$ cat src/rtl/mem_stage_pkg.sv
`default_nettype none
// ============================================================================
// Module      : mem_stage_pkg
// Description : Shared types and helpers for the MEM pipeline stage:
//               payload structs, FSM state encoding, access size and
//               byte-strobe helpers.
// Revision    : 1.0 - initial release
// ============================================================================
package mem_stage_pkg;

  localparam int XLEN      = 64;
  localparam int BUS_BYTES = 8;

  typedef logic [XLEN-1:0]      word_t;
  typedef logic [BUS_BYTES-1:0] strobe_t;

  typedef enum logic [1:0] {
    IDLE  = 2'd0,
    BUSY  = 2'd1,
    DONE  = 2'd2,
    DRAIN = 2'd3
  } mem_state_t;

  typedef enum logic [2:0] {
    MSIZE1 = 3'd0,
    MSIZE2 = 3'd1,
    MSIZE4 = 3'd2,
    MSIZE8 = 3'd3
  } msize_t;

  // Source of the next out_data value
  typedef enum logic [1:0] {
    OUT_HOLD   = 2'd0,
    OUT_BUBBLE = 2'd1,
    OUT_RESULT = 2'd2,
    OUT_BUF    = 2'd3
  } out_sel_t;

  // Load funct3 encodings (stores reuse the low two bits as size)
  localparam logic [2:0] F3_LB  = 3'd0;
  localparam logic [2:0] F3_LH  = 3'd1;
  localparam logic [2:0] F3_LW  = 3'd2;
  localparam logic [2:0] F3_LD  = 3'd3;
  localparam logic [2:0] F3_LBU = 3'd4;
  localparam logic [2:0] F3_LHU = 3'd5;
  localparam logic [2:0] F3_LWU = 3'd6;

  typedef struct packed {
    logic reg_write;
    logic mem_read;
    logic mem_write;
    logic exception;
    logic load_address_misaligned;
    logic store_address_misaligned;
  } ctl_t;

  typedef struct packed {
    logic        valid;
    logic [31:0] instr;
    ctl_t        ctl;
    logic [4:0]  dst;
    word_t       aluout;
    word_t       rd;
    logic [11:0] csr_addr;
    word_t       csr_wdata;
  } exec_data_t;

  typedef struct packed {
    logic        valid;
    logic [31:0] instr;
    ctl_t        ctl;
    logic [4:0]  dst;
    word_t       writedata;
    word_t       mem_addr;
    logic [11:0] csr_addr;
    word_t       csr_wdata;
  } mem_data_t;

  typedef struct packed {
    logic [4:0] dst;
    word_t      data;
    logic       valid;
  } fwd_data_t;

  // Access size comes straight from funct3[1:0]
  function automatic msize_t size_of(input logic [2:0] funct3);
    return msize_t'({1'b0, funct3[1:0]});
  endfunction

  // Byte enables for a store of the given size at the given byte lane
  function automatic strobe_t strobe_of(input msize_t size, input logic [2:0] off);
    strobe_t s;
    case (size)
      MSIZE1:  s = strobe_t'(8'h01) << off;
      MSIZE2:  s = strobe_t'(8'h03) << off;
      MSIZE4:  s = strobe_t'(8'h0F) << off;
      MSIZE8:  s = '1;
      default: s = '0;
    endcase
    return s;
  endfunction

  // True when the byte offset is a multiple of the access size
  function automatic logic is_aligned(input msize_t size, input logic [2:0] off);
    logic ok;
    case (size)
      MSIZE1:  ok = 1'b1;
      MSIZE2:  ok = ~off[0];
      MSIZE4:  ok = (off[1:0] == 2'b00);
      MSIZE8:  ok = (off == 3'b000);
      default: ok = 1'b0;
    endcase
    return ok;
  endfunction

endpackage
`default_nettype wire

$ cat src/rtl/mem_stage_align.sv
`default_nettype none
// ============================================================================
// Module      : mem_align
// Description : Combinational byte-lane logic: store strobes, store data
//               lane shift and load sign/zero extension.
// Revision    : 1.0 - initial release
// ============================================================================
module mem_align
  import mem_stage_pkg::*;
(
  input  logic [2:0] funct3,
  input  logic [2:0] offset,
  input  logic       is_store,
  input  word_t      store_src,
  input  word_t      load_raw,
  output strobe_t    strobe,
  output word_t      store_data,
  output word_t      load_data
);

  word_t      shifted;
  logic [5:0] bit_shift;

  assign bit_shift = {offset, 3'b000};

  // Lane placement for stores, lane extraction and extension for loads
  always_comb begin
    strobe     = is_store ? strobe_of(size_of(funct3), offset) : '0;
    store_data = store_src << bit_shift;
    shifted    = load_raw >> bit_shift;
    case (funct3)
      F3_LB:   load_data = {{56{shifted[7]}},  shifted[7:0]};
      F3_LH:   load_data = {{48{shifted[15]}}, shifted[15:0]};
      F3_LW:   load_data = {{32{shifted[31]}}, shifted[31:0]};
      F3_LBU:  load_data = {56'd0, shifted[7:0]};
      F3_LHU:  load_data = {48'd0, shifted[15:0]};
      F3_LWU:  load_data = {32'd0, shifted[31:0]};
      default: load_data = shifted;
    endcase
  end

endmodule
`default_nettype wire

$ cat src/rtl/mem_stage.sv
`default_nettype none
// ============================================================================
// Module      : mem_stage
// Description : Pipeline MEM stage. Issues load/store requests on the data
//               bus, stalls upstream during multi-cycle accesses, extends
//               load data and registers the MEM->WB payload.
//               Optional feature macro: MEM_MISALIGN_TRAP_EN (misaligned
//               accesses trap without a bus request).
// Revision    : 1.0 - initial release
// ============================================================================
module mem_stage
  import mem_stage_pkg::*;
(
  input  logic       clk,
  input  logic       reset,
  input  exec_data_t in_data,
  input  logic       stall_i,
  input  logic       flush,
  output logic       stall_o,
  output mem_data_t  out_data,
  output fwd_data_t  fwd,
  output logic       dreq_valid,
  output word_t      dreq_addr,
  output logic [2:0] dreq_size,
  output strobe_t    dreq_strobe,
  output word_t      dreq_data,
  input  logic       dresp_addr_ok,
  input  logic       dresp_data_ok,
  input  word_t      dresp_data
);

  mem_state_t state, state_next;
  exec_data_t req;        // request captured at issue, drives the bus after IDLE
  exec_data_t cur;        // instruction currently owned by the stage
  mem_data_t  hold_buf;   // completed result waiting for stall_i to drop
  mem_data_t  result;
  out_sel_t   out_sel;
  logic       capture_req, load_buf;
  logic       mem_op, misalign, misalign_now;
  out_sel_t   idle_sel;
  strobe_t    al_strobe;
  word_t      al_store, al_load;

  // Address acceptance is informational only; the stage waits on data_ok
  logic unused_addr_ok;
  assign unused_addr_ok = dresp_addr_ok;

  assign mem_op = in_data.valid & (in_data.ctl.mem_read | in_data.ctl.mem_write)
                & ~in_data.ctl.exception;

`ifdef MEM_MISALIGN_TRAP_EN
  assign misalign = mem_op & ~is_aligned(size_of(in_data.instr[14:12]), in_data.aluout[2:0]);
`else
  assign misalign = 1'b0;
`endif

  assign misalign_now = (state == IDLE) & misalign;
  assign cur          = (state == IDLE) ? in_data : req;
  assign idle_sel     = stall_i ? OUT_HOLD : OUT_BUBBLE;

  mem_align u_align (
    .funct3     (cur.instr[14:12]),
    .offset     (cur.aluout[2:0]),
    .is_store   (cur.ctl.mem_write),
    .store_src  (cur.rd),
    .load_raw   (dresp_data),
    .strobe     (al_strobe),
    .store_data (al_store),
    .load_data  (al_load)
  );

  // Build the MEM->WB payload for the current instruction
  always_comb begin
    result           = '0;
    result.valid     = 1'b1;
    result.instr     = cur.instr;
    result.ctl       = cur.ctl;
    result.dst       = cur.dst;
    result.mem_addr  = cur.aluout;
    result.csr_addr  = cur.csr_addr;
    result.csr_wdata = cur.csr_wdata;
    result.writedata = (cur.ctl.mem_read & ~cur.ctl.exception & ~misalign_now)
                     ? al_load : cur.aluout;
    if (misalign_now) begin
      result.ctl.load_address_misaligned  = cur.ctl.mem_read;
      result.ctl.store_address_misaligned = cur.ctl.mem_write;
      result.ctl.exception                = 1'b1;
    end
  end

  // Next-state, handshake and output-select decode. stall_o drops on the
  // cycle the instruction retires or is discarded so upstream advances on
  // the same edge instead of re-presenting it.
  always_comb begin
    state_next  = state;
    dreq_valid  = 1'b0;
    stall_o     = 1'b0;
    out_sel     = OUT_HOLD;
    capture_req = 1'b0;
    load_buf    = 1'b0;
    case (state)
      IDLE: begin
        if (flush) begin
          out_sel = OUT_BUBBLE;
        end else if (mem_op && !misalign) begin
          dreq_valid  = 1'b1;
          capture_req = 1'b1;
          if (dresp_data_ok && !stall_i) begin
            out_sel = OUT_RESULT;
          end else if (dresp_data_ok) begin
            load_buf   = 1'b1;
            state_next = DONE;
            stall_o    = 1'b1;
          end else begin
            state_next = BUSY;
            stall_o    = 1'b1;
            out_sel    = idle_sel;
          end
        end else if (in_data.valid) begin
          if (stall_i) stall_o = 1'b1;
          else         out_sel = OUT_RESULT;
        end else begin
          out_sel = idle_sel;
        end
      end
      BUSY: begin
        dreq_valid = 1'b1;
        stall_o    = 1'b1;
        if (flush) begin
          // The bus cannot abort: drain unless it finishes right now
          out_sel    = OUT_BUBBLE;
          state_next = dresp_data_ok ? IDLE : DRAIN;
          stall_o    = ~dresp_data_ok;
        end else if (dresp_data_ok && !stall_i) begin
          out_sel    = OUT_RESULT;
          state_next = IDLE;
          stall_o    = 1'b0;
        end else if (dresp_data_ok) begin
          load_buf   = 1'b1;
          state_next = DONE;
        end else begin
          out_sel = idle_sel;
        end
      end
      DONE: begin
        stall_o = 1'b1;
        if (flush) begin
          out_sel    = OUT_BUBBLE;
          state_next = IDLE;
          stall_o    = 1'b0;
        end else if (!stall_i) begin
          out_sel    = OUT_BUF;
          state_next = IDLE;
          stall_o    = 1'b0;
        end
      end
      DRAIN: begin
        dreq_valid = 1'b1;
        stall_o    = 1'b1;
        out_sel    = (flush || !stall_i) ? OUT_BUBBLE : OUT_HOLD;
        if (dresp_data_ok) begin
          state_next = IDLE;
          stall_o    = 1'b0;
        end
      end
      default: state_next = IDLE;
    endcase
  end

  // Bus request fields are forced to zero whenever no request is active
  always_comb begin
    dreq_addr   = dreq_valid ? cur.aluout : '0;
    dreq_size   = dreq_valid ? size_of(cur.instr[14:12]) : 3'd0;
    dreq_strobe = dreq_valid ? al_strobe : '0;
    dreq_data   = dreq_valid ? al_store : '0;
  end

  // State register; reset abandons any transaction in flight
  always_ff @(posedge clk) begin
    if (reset) state <= IDLE;
    else       state <= state_next;
  end

  // Request capture, hold buffer and MEM->WB payload register
  always_ff @(posedge clk) begin
    if (reset) begin
      req      <= '0;
      hold_buf <= '0;
      out_data <= '0;
    end else begin
      if (capture_req) req      <= in_data;
      if (load_buf)    hold_buf <= result;
      case (out_sel)
        OUT_BUBBLE: out_data <= '0;
        OUT_RESULT: out_data <= result;
        OUT_BUF:    out_data <= hold_buf;
        default:    out_data <= out_data;
      endcase
    end
  end

  assign fwd = '{dst: out_data.dst, data: out_data.writedata,
                 valid: out_data.valid & out_data.ctl.reg_write};

endmodule
`default_nettype wire

$ cat config.mk
export PLATFORM = sky130hd
export DESIGN_NAME = mem_stage
export DESIGN_NICKNAME = d
export VERILOG_FILES = /design/src/rtl/mem_stage_pkg.sv /design/src/rtl/mem_stage_align.sv /design/src/rtl/mem_stage.sv
export SDC_FILE = /design/constraint.sdc
export NUM_CORES = 2
export LEC_CHECK = 0
export BUFFER_PORTS_ARGS = -buffer_cell sky130_fd_sc_hd__clkbuf_2
export CORE_AREA = 2 2 306 308
export DETAILED_ROUTE_END_ITERATION = 8
export DIE_AREA = 0 0 308 310
export PLACE_DENSITY = 0.69
export SLEW_MARGIN = 25
export SYNTH_ARGS = -nofsm -noshare
export SYNTH_HDL_FRONTEND = slang
export SYNTH_SLANG_ARGS = --single-unit
$ cat constraint.sdc
create_clock -name clk -period 8.97 [get_ports clk]
set_clock_uncertainty 0.15 [all_clocks]
set_input_delay 2.691 -clock clk [delete_from_list [all_inputs] [get_ports clk]]
set_output_delay 2.691 -clock clk [all_outputs]
set_load 0.01 [all_outputs]
==> summary.md <==
| Metric | Value |
|---|---|
| Cell Area, Synth | `about 36000 sq um` |
| Final hold slack | `between 0.2 and 0.3 ns` |
| Endpoints failing setup | `0` |
| Synth async-reset ratio | `0` |
| Congestion Overflow GR | `0` |
| Die area | `95500 sq um` |
| Vias in the first global route | `around 31000` |
| Die W | `308 um` |
| DRC Markers | `0` |
| Largest net degree at the start of global routing | `205` |
| # hold bufs at CTS | `0` |
| Root buffer cell | `clkbuf_16` |
| Top_reg_cell synth | `dfxtp_1` |
| Power Density | `186 nW/um^2` |
| Post-Syn Nets | `4830` |
| Sequential share of the synthesized area | `0.418` |
| Peak VDD IR | `135 uV` |
| H-tree levels | `3` |
| Worst Setup End Kind | `output port` |
| Synth area leader | `dfxtp_1` |
| Total wire length | `~140000 um` |
| Critical path arrival | `roughly 5.5 ns` |
| Slowest cell on crit path | `nor2_1` |
| Initial antenna violation count | `38` |
| Port bufs | `between 700 and 800` |
| Commonest non-fill, non-tap cell in the layout | `clkbuf_2` |
| Tightest Pin Transition | `1.23 ns` |
| Required time of the worst setup path | `approximately 6.1 ns` |
| Total track usage | `0.277` |
| Post-Syn Instances | `roughly 4500` |
| Rel. slew slack | `0.158` |
| Hold Path Class | `flip-flop to flip-flop` |
| R2R Setup Slk | `4.41 ns` |
| Detailed-route via count | `35300` |
| Layout cells sized above 1 | `0.214` |
| Area of the multi-input gates | `18700 sq um` |
| Slew Viols, Final | `0` |
| Count of flip-flops with a built-in enable after synthesis | `0` |
| Startpoint class of the critical path | `input port` |
| Top cell type's share of synthesized area | `0.418` |
| Critical path cell sequence | `buf_4, or3b_2, nand2_1, buf_4, nor2_1, a22oi_1, a211oi_1, clkbuf_2` |
| Min cycle time layout | `8.35 ns` |
| DR pass1 iterations | `6` |
| Synth unique cells | `76` |
| Core box area | `92500 sq um` |
| Maximum clock path buffer count | `3` |
| Outcome | `finished, final reports clean` |
| Post-CTS Setup Bufs | `0` |
| WL per Instance | `22.5 um` |
| Final worst-path cycle share | `0.931` |
| Nets | `roughly 5300` |
| Clk_lat worst skew | `0.66 ns` |
| Dpl hpwl | `between 90000 and 100000 um` |
| Leakage | `around 0.017 uW` |
| Max-cap violations | `0` |
| Vias per cell | `5.67` |
| Final hold viol count | `0` |
| Worst path most repeated cell | `buf_4` |
| Post-cts gate resize count | `0` |
| Clk slew on worst S/H paths | `0.06 ns` |
| Setup CP Type | `input port to output port` |
| Fill cells | `approximately 9200` |
| Die Y | `just over 300 um` |
| Max Freq | `~0.12 GHz` |
| Io pins | `between 700 and 800` |
| RSZ-0062 raised after global routing | `no` |
| Sequential standard cell area | `14900 sq um` |
| Setup tns final | `0 ns` |
| Synth top area cells | `dfxtp_1 42%, mux2i_1 8.0%, a211oi_1 7.9%` |
| Core Rows | `112` |
| Average size of a mapped cell | `around 7.9 sq um` |
| Num CTS Buffers | `84` |
| RePlAce Congestion | `between 0.9 and 1` |
| Most frequent cells in the layout | `772 x clkbuf_2, 744 x dfxtp_1, 734 x nand2_1, 663 x nor2_1, 546 x a21oi_1` |
| Synth Register Bits | `745` |
| CTS tree | `built` |
| Largest stage delay on the critical path | `0.68 ns` |
| Antenna-violating nets left | `0` |
| Syn-to-layout area delta | `19.0%` |
| Initial DRC Count | `approximately 3600` |
| Critical Path Fanout Max | `30` |
| Clk sink count | `745` |
| Ys Warns | `0` |
| Starting Density | `0.385` |
| First-pass GRT wire length | `203000 um` |
-- cells by family after synthesis --
| group | after synthesis | synth area share |
|---|---|---|
| AND/OR/NAND/NOR | 1606 | 0.182 |
| AO/OA/AOI/OAI | 1332 | 0.244 |
| flip-flops | 745 | 0.418 |
| buffers and inverters | 503 | 0.0622 |
| multiplexers | 325 | 0.0933 |
| other | 1 | 0.000105 |
-- stage by stage --
step	setup WS [ns]	utilization	std cells	power [uW]	instance area [sq um]
2_1_floorplan	1.67	-	4512	4090	35600
3_3_place_gp	0.769	0.428	6053	4460	39600
3_5_place_dp	0.778	0.428	6053	4470	39600
4_1_cts	0.764	0.458	6203	7910	42300
5_1_grt	0.641	0.459	6225	8150	42400
6_report	0.617	0.459	6226	7880	42400
-- critical path: cells and delay by family --
kind	cells	cell delay (ns)
and+or+nand+nor	3	1.29
AOI/OAI and AO/OA	2	0.74
buffers and inverters	3	0.76
-- worst paths after layout --
check,start,to,cells past startpoint
worst max-delay path,in_data[140],dreq_data[50],8
worst min-delay path,out_data[112]$_SDFFE_PP0P_,out_data[112]$_SDFFE_PP0P_,2
worst max register to register,state[1]$_SDFFE_PP0P_,fwd[31]$_SDFFE_PP0P_,10
worst min register to register,out_data[112]$_SDFFE_PP0P_,out_data[112]$_SDFFE_PP0P_,2
-- sequential cells by signal, summed over array words and instances (netlist names) --
register,cells
req,247
state,2
hold_buf,248
fwd,69
out_data,179
-- final cells by class --
cell class,instances,area share
Clock inverter,33,0.00915
Multi-Input combinational cell,3264,0.440
Inverter,9,0.000797
Antenna cell,22,0.00130
Timing Repair Buffer,839,0.107
Sequential cell,745,0.352
Clock buffer,117,0.0551
Tap cell,1197,0.0353
-- per-layer routing --
layer,global-route usage,part of all wire
met1,0.358,0.41
met2,0.429,0.45
met3,0.0727,0.090
met4,0.133,0.046
met5,0,0.0015
-- where the power goes --
group | switching [uW] | internal (uW)
logic | 688 | 313
clock network | 1480 | 1980
registers | 41.7 | 3380
total | 2210 | 5670
-- Yosys cell counts, drive strengths merged (2+ instances only) --
library cell	count
dfxtp	745
nand2	736
nor2	667
a21oi	547
a211oi	373
clkbuf	356
mux2i	286
buf	138
o21ai	85
o22ai	75
a22oi	73
o211ai	69
nand3	63
mux2	38
and2	35
or3	33
o41ai	30
nor2b	27
a311oi	23
nor3	12
inv	9
a31oi	8
a32o	6
and3	6
nand2b	6
a211o	5
nor4b	5
o21a	5
o21bai	4
o31ai	4
or3b	4
a221o	3
nand4	3
a21boi	2
a21o	2
a31o	2
nor3b	2
nor4	2
o2111ai	2
or2	2
(Power assumes the default switching activity.)
